--- src/rtl/addsub_pipe_if.sv ---
// Handshake bundle for the pipelined add/subtract unit.
// The slave side is the arithmetic unit; the master side feeds operands and drains results.
interface addsub_pipe_if #(
    parameter int width_p = 32
);
    logic               valid_i;
    logic               ready_o;
    logic [width_p-1:0] operand_a_i;
    logic [width_p-1:0] operand_b_i;
    logic               sub_i;
    logic               carry_i;
    logic               ready_i;
    logic               valid_o;
    logic [width_p-1:0] sum_o;
    logic               carry_o;
    logic               overflow_o;

    modport master (
        output valid_i, operand_a_i, operand_b_i, sub_i, carry_i, ready_i,
        input  ready_o, valid_o, sum_o, carry_o, overflow_o
    );

    modport slave (
        input  valid_i, operand_a_i, operand_b_i, sub_i, carry_i, ready_i,
        output ready_o, valid_o, sum_o, carry_o, overflow_o
    );
endinterface

--- src/rtl/addsub_pipe.sv ---
// Elastic pipelined add/subtract unit.
// Operands are cut into stages_p chunks of cw bits; stage k adds chunk k and hands its
// carry to stage k+1. Each stage keeps only the operand bits not yet consumed and the
// sum bits already produced, so register widths shrink/grow along the pipe.
// width_p must be a multiple of stages_p and stages_p must be at least 1.
module addsub_pipe #(
    parameter int width_p  = 32,
    parameter int stages_p = 2
) (
    input  logic         clk_i,
    input  logic         reset_i,
    addsub_pipe_if.slave bus
);
    localparam int cw   = width_p / stages_p;
    localparam int last = stages_p - 1;

    logic [stages_p-1:0] valid_w;
    logic [stages_p-1:0] rdy;

    // Ready ripples backwards from the downstream sink: a stage may load if it is empty
    // or if the stage after it is able to move on this cycle.
    always_comb begin : ready_chain
        logic r;
        r   = bus.ready_i;
        rdy = '0;
        for (int k = stages_p - 1; k >= 0; k--) begin
            r      = ~valid_w[k] | r;
            rdy[k] = r;
        end
    end

    genvar gi;
    for (gi = 0; gi < stages_p; gi++) begin : g_stage
        localparam int rem_w  = width_p - gi * cw;  // unconsumed operand bits, this chunk included
        localparam int done_w = (gi + 1) * cw;      // sum bits known after this stage

        logic              in_valid;
        logic              in_carry;
        logic              in_sub;
        logic [rem_w-1:0]  in_a;
        logic [rem_w-1:0]  in_b;
        logic [done_w-1:0] sum_new;
        logic [cw:0]       chunk;
        logic              load;

        logic              valid_q, valid_d;
        logic [done_w-1:0] sum_q, sum_d;

        if (gi == 0) begin : g_in
            // Subtraction becomes a + ~b + ~borrow, so B and the carry-in are conditioned here.
            assign in_valid = bus.valid_i;
            assign in_sub   = bus.sub_i;
            assign in_carry = bus.carry_i ^ bus.sub_i;
            assign in_a     = bus.operand_a_i;
            assign in_b     = bus.sub_i ? ~bus.operand_b_i : bus.operand_b_i;
            assign sum_new  = chunk[cw-1:0];
        end else begin : g_in
            assign in_valid = g_stage[gi-1].valid_q;
            assign in_sub   = g_stage[gi-1].g_fwd.sub_q;
            assign in_carry = g_stage[gi-1].g_fwd.carry_q;
            assign in_a     = g_stage[gi-1].g_fwd.a_q;
            assign in_b     = g_stage[gi-1].g_fwd.b_q;
            assign sum_new  = {chunk[cw-1:0], g_stage[gi-1].sum_q};
        end

        assign chunk = {1'b0, in_a[cw-1:0]} + {1'b0, in_b[cw-1:0]} + (cw+1)'(in_carry);
        assign load  = rdy[gi] & in_valid;

        // Valid follows upstream whenever this stage can move; sum bits only on a real load.
        always_comb begin
            valid_d = rdy[gi] ? in_valid : valid_q;
            sum_d   = load ? sum_new : sum_q;
        end

        // Stage state register.
        always_ff @(posedge clk_i) begin
            if (reset_i) begin
                valid_q <= 1'b0;
                sum_q   <= '0;
            end else begin
                valid_q <= valid_d;
                sum_q   <= sum_d;
            end
        end

        assign valid_w[gi] = valid_q;

        if (gi < last) begin : g_fwd
            localparam int fwd_w = rem_w - cw;

            logic             carry_q, carry_d;
            logic             sub_q, sub_d;
            logic [fwd_w-1:0] a_q, a_d;
            logic [fwd_w-1:0] b_q, b_d;

            // Chain carry, mode and the untouched upper operand chunks travel with the item.
            always_comb begin
                carry_d = carry_q;
                sub_d   = sub_q;
                a_d     = a_q;
                b_d     = b_q;
                if (load) begin
                    carry_d = chunk[cw];
                    sub_d   = in_sub;
                    a_d     = in_a[rem_w-1:cw];
                    b_d     = in_b[rem_w-1:cw];
                end
            end

            // Forwarded operand register.
            always_ff @(posedge clk_i) begin
                if (reset_i) begin
                    carry_q <= 1'b0;
                    sub_q   <= 1'b0;
                    a_q     <= '0;
                    b_q     <= '0;
                end else begin
                    carry_q <= carry_d;
                    sub_q   <= sub_d;
                    a_q     <= a_d;
                    b_q     <= b_d;
                end
            end
        end else begin : g_last
            logic carry_q, carry_d;
            logic ovf_q, ovf_d;

            // Final chunk: borrow is the inverted chain carry; overflow looks at the sign bits
            // of A, effective B and the result.
            always_comb begin
                carry_d = carry_q;
                ovf_d   = ovf_q;
                if (load) begin
                    carry_d = chunk[cw] ^ in_sub;
                    ovf_d   = (in_a[rem_w-1] == in_b[rem_w-1]) & (chunk[cw-1] != in_a[rem_w-1]);
                end
            end

            // Output flag register.
            always_ff @(posedge clk_i) begin
                if (reset_i) begin
                    carry_q <= 1'b0;
                    ovf_q   <= 1'b0;
                end else begin
                    carry_q <= carry_d;
                    ovf_q   <= ovf_d;
                end
            end
        end
    end

    assign bus.ready_o    = rdy[0];
    assign bus.valid_o    = g_stage[last].valid_q;
    assign bus.sum_o      = g_stage[last].sum_q;
    assign bus.carry_o    = g_stage[last].g_last.carry_q;
    assign bus.overflow_o = g_stage[last].g_last.ovf_q;
endmodule

--- src/flat_wrapper.sv ---
// flat-port wrapper written by rule: the top's interface ports become plain ports
module addsub_pipe_flat 
#(
    parameter int width_p  = 32,
    parameter int stages_p = 2
)
  (clk_i, reset_i, bus_valid_i, bus_operand_a_i, bus_operand_b_i, bus_sub_i, bus_carry_i, bus_ready_i, bus_ready_o, bus_valid_o, bus_sum_o, bus_carry_o, bus_overflow_o);
  addsub_pipe_if #(.width_p(width_p)) bus_i ();
  input  logic clk_i;
  input  logic reset_i;
  input wire logic [$bits(bus_i.valid_i)-1:0] bus_valid_i;
  input wire logic [$bits(bus_i.operand_a_i)-1:0] bus_operand_a_i;
  input wire logic [$bits(bus_i.operand_b_i)-1:0] bus_operand_b_i;
  input wire logic [$bits(bus_i.sub_i)-1:0] bus_sub_i;
  input wire logic [$bits(bus_i.carry_i)-1:0] bus_carry_i;
  input wire logic [$bits(bus_i.ready_i)-1:0] bus_ready_i;
  output wire logic [$bits(bus_i.ready_o)-1:0] bus_ready_o;
  output wire logic [$bits(bus_i.valid_o)-1:0] bus_valid_o;
  output wire logic [$bits(bus_i.sum_o)-1:0] bus_sum_o;
  output wire logic [$bits(bus_i.carry_o)-1:0] bus_carry_o;
  output wire logic [$bits(bus_i.overflow_o)-1:0] bus_overflow_o;
  assign bus_i.valid_i = bus_valid_i;
  assign bus_i.operand_a_i = bus_operand_a_i;
  assign bus_i.operand_b_i = bus_operand_b_i;
  assign bus_i.sub_i = bus_sub_i;
  assign bus_i.carry_i = bus_carry_i;
  assign bus_i.ready_i = bus_ready_i;
  assign bus_ready_o = bus_i.ready_o;
  assign bus_valid_o = bus_i.valid_o;
  assign bus_sum_o = bus_i.sum_o;
  assign bus_carry_o = bus_i.carry_o;
  assign bus_overflow_o = bus_i.overflow_o;
  addsub_pipe #(.width_p(width_p), .stages_p(stages_p)) u_core (.clk_i(clk_i), .reset_i(reset_i), .bus(bus_i));
endmodule
--- config.mk ---
export PLATFORM = sky130hd
export DESIGN_NAME = addsub_pipe_flat
export DESIGN_NICKNAME = d
export VERILOG_FILES = /design/src/rtl/addsub_pipe_if.sv /design/src/rtl/addsub_pipe.sv /design/src/flat_wrapper.sv
export SDC_FILE = /design/constraint.sdc
export NUM_CORES = 1
export LEC_CHECK = 0
export CAP_MARGIN = 40
export CORE_ASPECT_RATIO = 0.75
export CORE_MARGIN = 3
export CORE_UTILIZATION = 35
export DETAILED_ROUTE_END_ITERATION = 16
export PLACE_DENSITY_LB_ADDON = 0.25
export SLEW_MARGIN = 5
export SYNTH_ARGS = -nofsm -noshare
export SYNTH_HDL_FRONTEND = slang
export SYNTH_SLANG_ARGS = --single-unit
--- constraint.sdc ---
create_clock -name clk_i -period 2.7 [get_ports clk_i]
set_input_delay 0.405 -clock clk_i [delete_from_list [all_inputs] [get_ports clk_i]]
set_output_delay 0.405 -clock clk_i [all_outputs]
set_load 0.03 [all_outputs]
# Yosys cells after proc, flatten, opt, wreduce, memory -nomap -nowiden
# Index checks and enable logic that the tools add are counted.
# word_totals
ff_bits	86
inputBits	70
output_inout_bits	36
# classes
n_addsub	4
eq_ne	2
n_mux	1
bitwise	10
# ops
op	n
16-bit by 16-bit adder with 17-bit output	2
17-bit by 1-bit adder with 17-bit output	2
32-bit 2-to-1 mux	1
32-bit inverter	1
1-bit AND	3
1-bit inverter	2
1-bit bitwise OR	2
1-bit XOR	2
1-bit == test	1
1-bit inequality test	1

# Depth between registers and ports, before layout
# depth
depth_word	4
depth_mapped	12

# Worst setup path after synthesis
# OpenSTA, ideal clock, no wires.
# synth_path
kind	input-to-reg
startpoint	input bus_sub_i
endpoint	register u_core.g_stage[0].sum_q[14]
arrival_ns	2.787
required_time_ns	2.583
setup_slack_ns	-0.205
cell_stages	12
n_path_buf	2
cell_sequence	buf_2 > buf_2 > xor2_1 > fa_1 > inv_1 > fa_1 > nand2b_1 > a2111oi_4 > nor2_1 > o221ai_1 > mux2i_1 > nand2_1
# synth_via
elab_chain_cells	3
word_cells_on_any_way	4
classes_between	add/sub: 2; mux: 1; bitwise: 1
# synth_rtl
element	line	source
from (decl)	flat_wrapper.sv:14	input wire logic [$bits(bus_i.sub_i)-1:0] bus_sub_i;
32-bit 2-to-1 mux	addsub_pipe.sv:55	assign in_b = bus.sub_i ? ~bus.operand_b_i : bus.operand_b_i;
16-bit by 16-bit adder with 17-bit output	addsub_pipe.sv:66	assign chunk = {1'b0, in_a[cw-1:0]} + {1'b0, in_b[cw-1:0]} + (cw+1)'(in_carry);
17-bit by 1-bit adder with 17-bit output *	addsub_pipe.sv:66	
to (signal assigned)	addsub_pipe.sv:82	sum_q <= sum_d;
to (decl)	addsub_pipe.sv:47	logic [done_w-1:0] sum_q, sum_d;
# Mark *: on every way between the ends. The rest lies on a longest branch, timed or not.
# A chain may end at the register's enable or synchronous reset.

# Worst setup path after layout
# layout_path
startpoint	input bus_operand_b_i[1]
endpoint	register u_core.g_stage[0].g_fwd.carry_q
# layout_via
elab_chain_cells	4
# layout_rtl
element	line	source
from (decl)	flat_wrapper.sv:13	input wire logic [$bits(bus_i.operand_b_i)-1:0] bus_operand_b_i;
32-bit inverter	addsub_pipe.sv:55	
32-bit 2-to-1 mux *	addsub_pipe.sv:55	
16-bit by 16-bit adder with 17-bit output *	addsub_pipe.sv:66	
17-bit by 1-bit adder with 17-bit output *	addsub_pipe.sv:66	
to (signal assigned)	addsub_pipe.sv:118	carry_q <= carry_d;
to (decl)	addsub_pipe.sv:91	logic carry_q, carry_d;
# Marks and branches as above.

==> results.sh <==
export IMPL_synth_edff_count=0
export IMPL_largest_net_degree_at_the_start_of_global_routing=91
export IMPL_setup_worst_path_class="input port to flip-flop"
export IMPL_post_synth_top_area_cell="sky130_fd_sc_hd__dfxtp_1"
export IMPL_initialDrtViolationCount=287
export IMPL_power_per_cell_area_nw_per_um2=592
export IMPL_count_of_warnings_emitted_by_yosys=0
export IMPL_whs_path_depth=2
export IMPL_detailed_routing_iterations_pass_1=5
export IMPL_max_clock_freq_ghz=0.400
export IMPL_critPathLaunchType="input port"
export IMPL_cp_common_cell="sky130_fd_sc_hd__a21oi_1"
export IMPL_total_routed_wirelength_mm=13.8
export IMPL_mean_syn_cell_area_um2=8.07
export IMPL_static_leakage_power_uw=0.00263
export IMPL_final_min_period_over_clock_period=0.927
export IMPL_numClockSinks=86
export IMPL_syn_std_cell_area_um2=4890
export IMPL_worst_ep_arrival_time_ns=2.78
export IMPL_maxCapViolCount=0
export IMPL_vdd_drop_max_v=0.000289
export IMPL_cts_htree_levels=3
export IMPL_post_cts_hold_buffer_count=0
export IMPL_timing_critical_path_max_delay_family="compound AO/OA/AOI/OAI gates"
export IMPL_track_usage=0.181
export IMPL_fp_row_count=36
export IMPL_worst_path_stages=11
export IMPL_final_nets=817
export IMPL_hpwlAfterDp_mm=10.7
export IMPL_worst_path_largest_cell_delay_ns=0.50
export IMPL_synth_top_cell_area_share=0.352
export IMPL_synth_cells=606
export IMPL_top_post_synthesis_cells_by_area="sky130_fd_sc_hd__dfxtp_1 (35%), sky130_fd_sc_hd__nand2_1 (8.7%), sky130_fd_sc_hd__ha_1 (7.7%), sky130_fd_sc_hd__a21oi_1 (7.5%), sky130_fd_sc_hd__xnor2_1 (4.5%)"
export IMPL_io_pin_count=106
export IMPL_clk_pin_slew_worst_paths_ns=0.06
export IMPL_finalSetupViolations=0
export IMPL_grt_pass1_vias=4305
export IMPL_grt_setup_unrepaired="false"
export IMPL_timing_critical_path_to_type="flip-flop"
export IMPL_cts_tree="done"
export IMPL_finalClockSkew_ns=0.00710
export IMPL_drt_vias_per_instance=5.14
export IMPL_route_vias_total=4572
export IMPL_path_cells="clkdlybuf4s50_1 -> xor2_1 -> inv_1 -> fa_2 -> nand2b_4 -> a2111oi_4 -> o21ai_2 -> buf_4 -> a21oi_1 -> o31ai_1 -> a21oi_1"
export IMPL_rr_worst_depth=9
export IMPL_timing_final_crit_period_ns=2.50
export IMPL_post_place_ws_ns=-0.402
export IMPL_cts_buffers=9
export IMPL_postRouteAntennaNets=0
export IMPL_drv_slew=0
export IMPL_antenna_violations_before_repair=0
export IMPL_die_span_in_y_um=108
export IMPL_clock_tree_buffer_depth=2
export IMPL_initial_utilization=0.367
export IMPL_crit_path_max_fanout=3
export IMPL_placeableCoreArea_um2=13300
export IMPL_synth_cell_type_count=55
export IMPL_die_x_um=142
export IMPL_drt_wirelength_per_cell_um=15.6
export IMPL_slew_headroom=0.593
export IMPL_worst_slew_pin_slew_ns=0.610
export IMPL_grt_pass1_wl_mm=22.3
export IMPL_fp_dieArea_um2=15400
export IMPL_synth_async_sr_flop_share=0
export IMPL_crit_path_top_delay_cell="sky130_fd_sc_hd__a2111oi_4"
export IMPL_finish_instance_area_um2=6670
export IMPL_synthFlopType="sky130_fd_sc_hd__dfxtp_1"
export IMPL_worst_case_setup_margin_in_the_final_layout_ns=0.197
export IMPL_synth_sequential_area_ratio=0.352
export IMPL_worst_skew_pair_late_latency_ns=0.34
export IMPL_crit_buf_inv=3
export IMPL_placedInstanceArea_um2=6250
export IMPL_yosys_top_cells_count="sky130_fd_sc_hd__nand2_1 (113), sky130_fd_sc_hd__dfxtp_1 (86), sky130_fd_sc_hd__a21oi_1 (73)"
export IMPL_number_of_failing_hold_endpoints_at_the_final_stage=0
export IMPL_proportion_of_layout_cells_with_a_drive_suffix_above_1=0.0933
export IMPL_status="finished, final reports clean"
export IMPL_root_buffer="sky130_fd_sc_hd__clkbuf_16"
export IMPL_num_fill_cells=1272
export IMPL_flops_latches_synth=86
export IMPL_whs_ns=0.451
export IMPL_routabilityCongestion=0.894
export IMPL_synth_fp_nets=710
export IMPL_holdCritPathClass="flip-flop to flip-flop"
export IMPL_synthMostInstantiatedCell="sky130_fd_sc_hd__nand2_1"
export IMPL_timing_critical_path_required_ns=2.97
export IMPL_antennaDiodeCount=0
export IMPL_globalRoute_totalOverflow=0
export IMPL_placement_io_buffers=105
export IMPL_remaining_drc_errors=0
export IMPL_areaGrowthSynthToFinish_pct=36.3
## state kept, by name, summed over array words and instances, names as in the netlist
name and flops:
u_core.g_stage.g_fwd.b_q 16, u_core.bus.overflow_o 1, u_core.bus.sum_o 32, u_core.bus.carry_o 1
u_core.g_stage.valid_q 1, u_core.g_stage.g_fwd.a_q 16, u_core.g_stage.g_fwd.sub_q 1, u_core.bus.valid_o 1
u_core.g_stage.sum_q 16, u_core.g_stage.g_fwd.carry_q 1
## metrics by stage
| stage | TNS (ns) | power, uW | std cells | util |
|---|---|---|---|---|
| detailed placement | -1.89 | 2410 | 871 | 0.469 |
| floorplan | 0 | 2040 | 606 | - |
| finish | 0 | 3950 | 889 | 0.500 |
| CTS | 0 | 3960 | 887 | 0.498 |
| global placement | -1.66 | 2390 | 871 | 0.469 |
| global route | 0 | 4130 | 889 | 0.500 |
## metal layers
layer	wire length [um]	up-vias	GRT usage
met3	757	12	0.0376
li1	-	2346	-
met4	108	0	0.0373
met2	5670	127	0.260
met1	7310	2087	0.278
met5	0	-	0
## kinds of logic after synthesis
logic type | after synthesis | share of synthesized area
xor gates and xnor gates | 46 | 0.0824
buffers and inverters | 52 | 0.0478
adders and majority gates | 34 | 0.0931
muxes | 3 | 0.00614
and+or+nand+nor | 225 | 0.208
AOI/OAI and AO/OA | 160 | 0.211
DFF | 86 | 0.352
## path summary, 6_finish.rpt
check	end	slack [ns]	from
max	u_core.g_stage[0].g_fwd.carry_q$_SDFFE_PP0P_	0.20	bus_operand_b_i[1]
max reg2reg	u_core.bus.carry_o$_SDFFE_PP0P_	0.23	u_core.g_stage[0].g_fwd.b_q[0]$_SDFFE_PP0P_
min reg2reg	u_core.bus.sum_o[25]$_SDFFE_PP0P_	0.45	u_core.bus.sum_o[25]$_SDFFE_PP0P_
min	u_core.bus.sum_o[25]$_SDFFE_PP0P_	0.45	u_core.bus.sum_o[25]$_SDFFE_PP0P_
## timing repair
action,4_1_cts,5_1_grt
endpoints found under the setup margin,2,3
cloned,0,0
gates resized for setup,0,5
setup buffers,0,2
pin swaps,2,6
## worst min-delay path, stage by stage (launching register included)
cell and delay (ns):
sky130_fd_sc_hd__dfxtp_1 0.31, sky130_fd_sc_hd__nand2_1 0.05, sky130_fd_sc_hd__a21oi_1 0.05
## area by class of cell
class	instances	area (um2)	share of cell area
multi-input cells	468	2970	0.446
flip-flops and latches	86	1720	0.258
repair buffers	136	1330	0.199
clock buffers	11	253	0.0379
well taps	171	214	0.0321
clock inverters	5	129	0.0193
inverters	12	45.0	0.00676
## where the power goes
group	leakage, uW	switching (uW)	total (uW)	internal (uW)
clock network	0.000186	501	1550	1050
logic	0.00174	515	965	450
registers	0.000706	66.0	1430	1360
total	0.00263	1080	3950	2860
## cells in the final DEF, fill, tap and decap left out, types with 3 or more instances in the layout
cell type and count:
sky130_fd_sc_hd__dfxtp_1 86, sky130_fd_sc_hd__a211oi_1 22, sky130_fd_sc_hd__a31oi_1 6, sky130_fd_sc_hd__ha_1 30, sky130_fd_sc_hd__nor4b_1 4, sky130_fd_sc_hd__and2_1 3
sky130_fd_sc_hd__nand3_1 24, sky130_fd_sc_hd__nor2_1 35, sky130_fd_sc_hd__or4_1 3, sky130_fd_sc_hd__xnor2_1 25, sky130_fd_sc_hd__inv_1 11, sky130_fd_sc_hd__and3_1 3
sky130_fd_sc_hd__mux2i_1 3, sky130_fd_sc_hd__nor3_1 9, sky130_fd_sc_hd__o21ai_1 9, sky130_fd_sc_hd__a21oi_1 73, sky130_fd_sc_hd__a21oi_2 3, sky130_fd_sc_hd__o21a_1 5
sky130_fd_sc_hd__o31ai_1 6, sky130_fd_sc_hd__xor2_1 19, sky130_fd_sc_hd__o211ai_1 5, sky130_fd_sc_hd__nand4_1 10, sky130_fd_sc_hd__buf_4 27, sky130_fd_sc_hd__clkdlybuf4s50_1 101
sky130_fd_sc_hd__o21ai_0 3, sky130_fd_sc_hd__buf_12 4, sky130_fd_sc_hd__bufinv_16 4, sky130_fd_sc_hd__o21bai_1 3, sky130_fd_sc_hd__nand2b_1 7, sky130_fd_sc_hd__nand2_1 113
sky130_fd_sc_hd__a21o_1 9, sky130_fd_sc_hd__clkbuf_16 9
No activity file was read; power rests on OpenSTA's default activity.
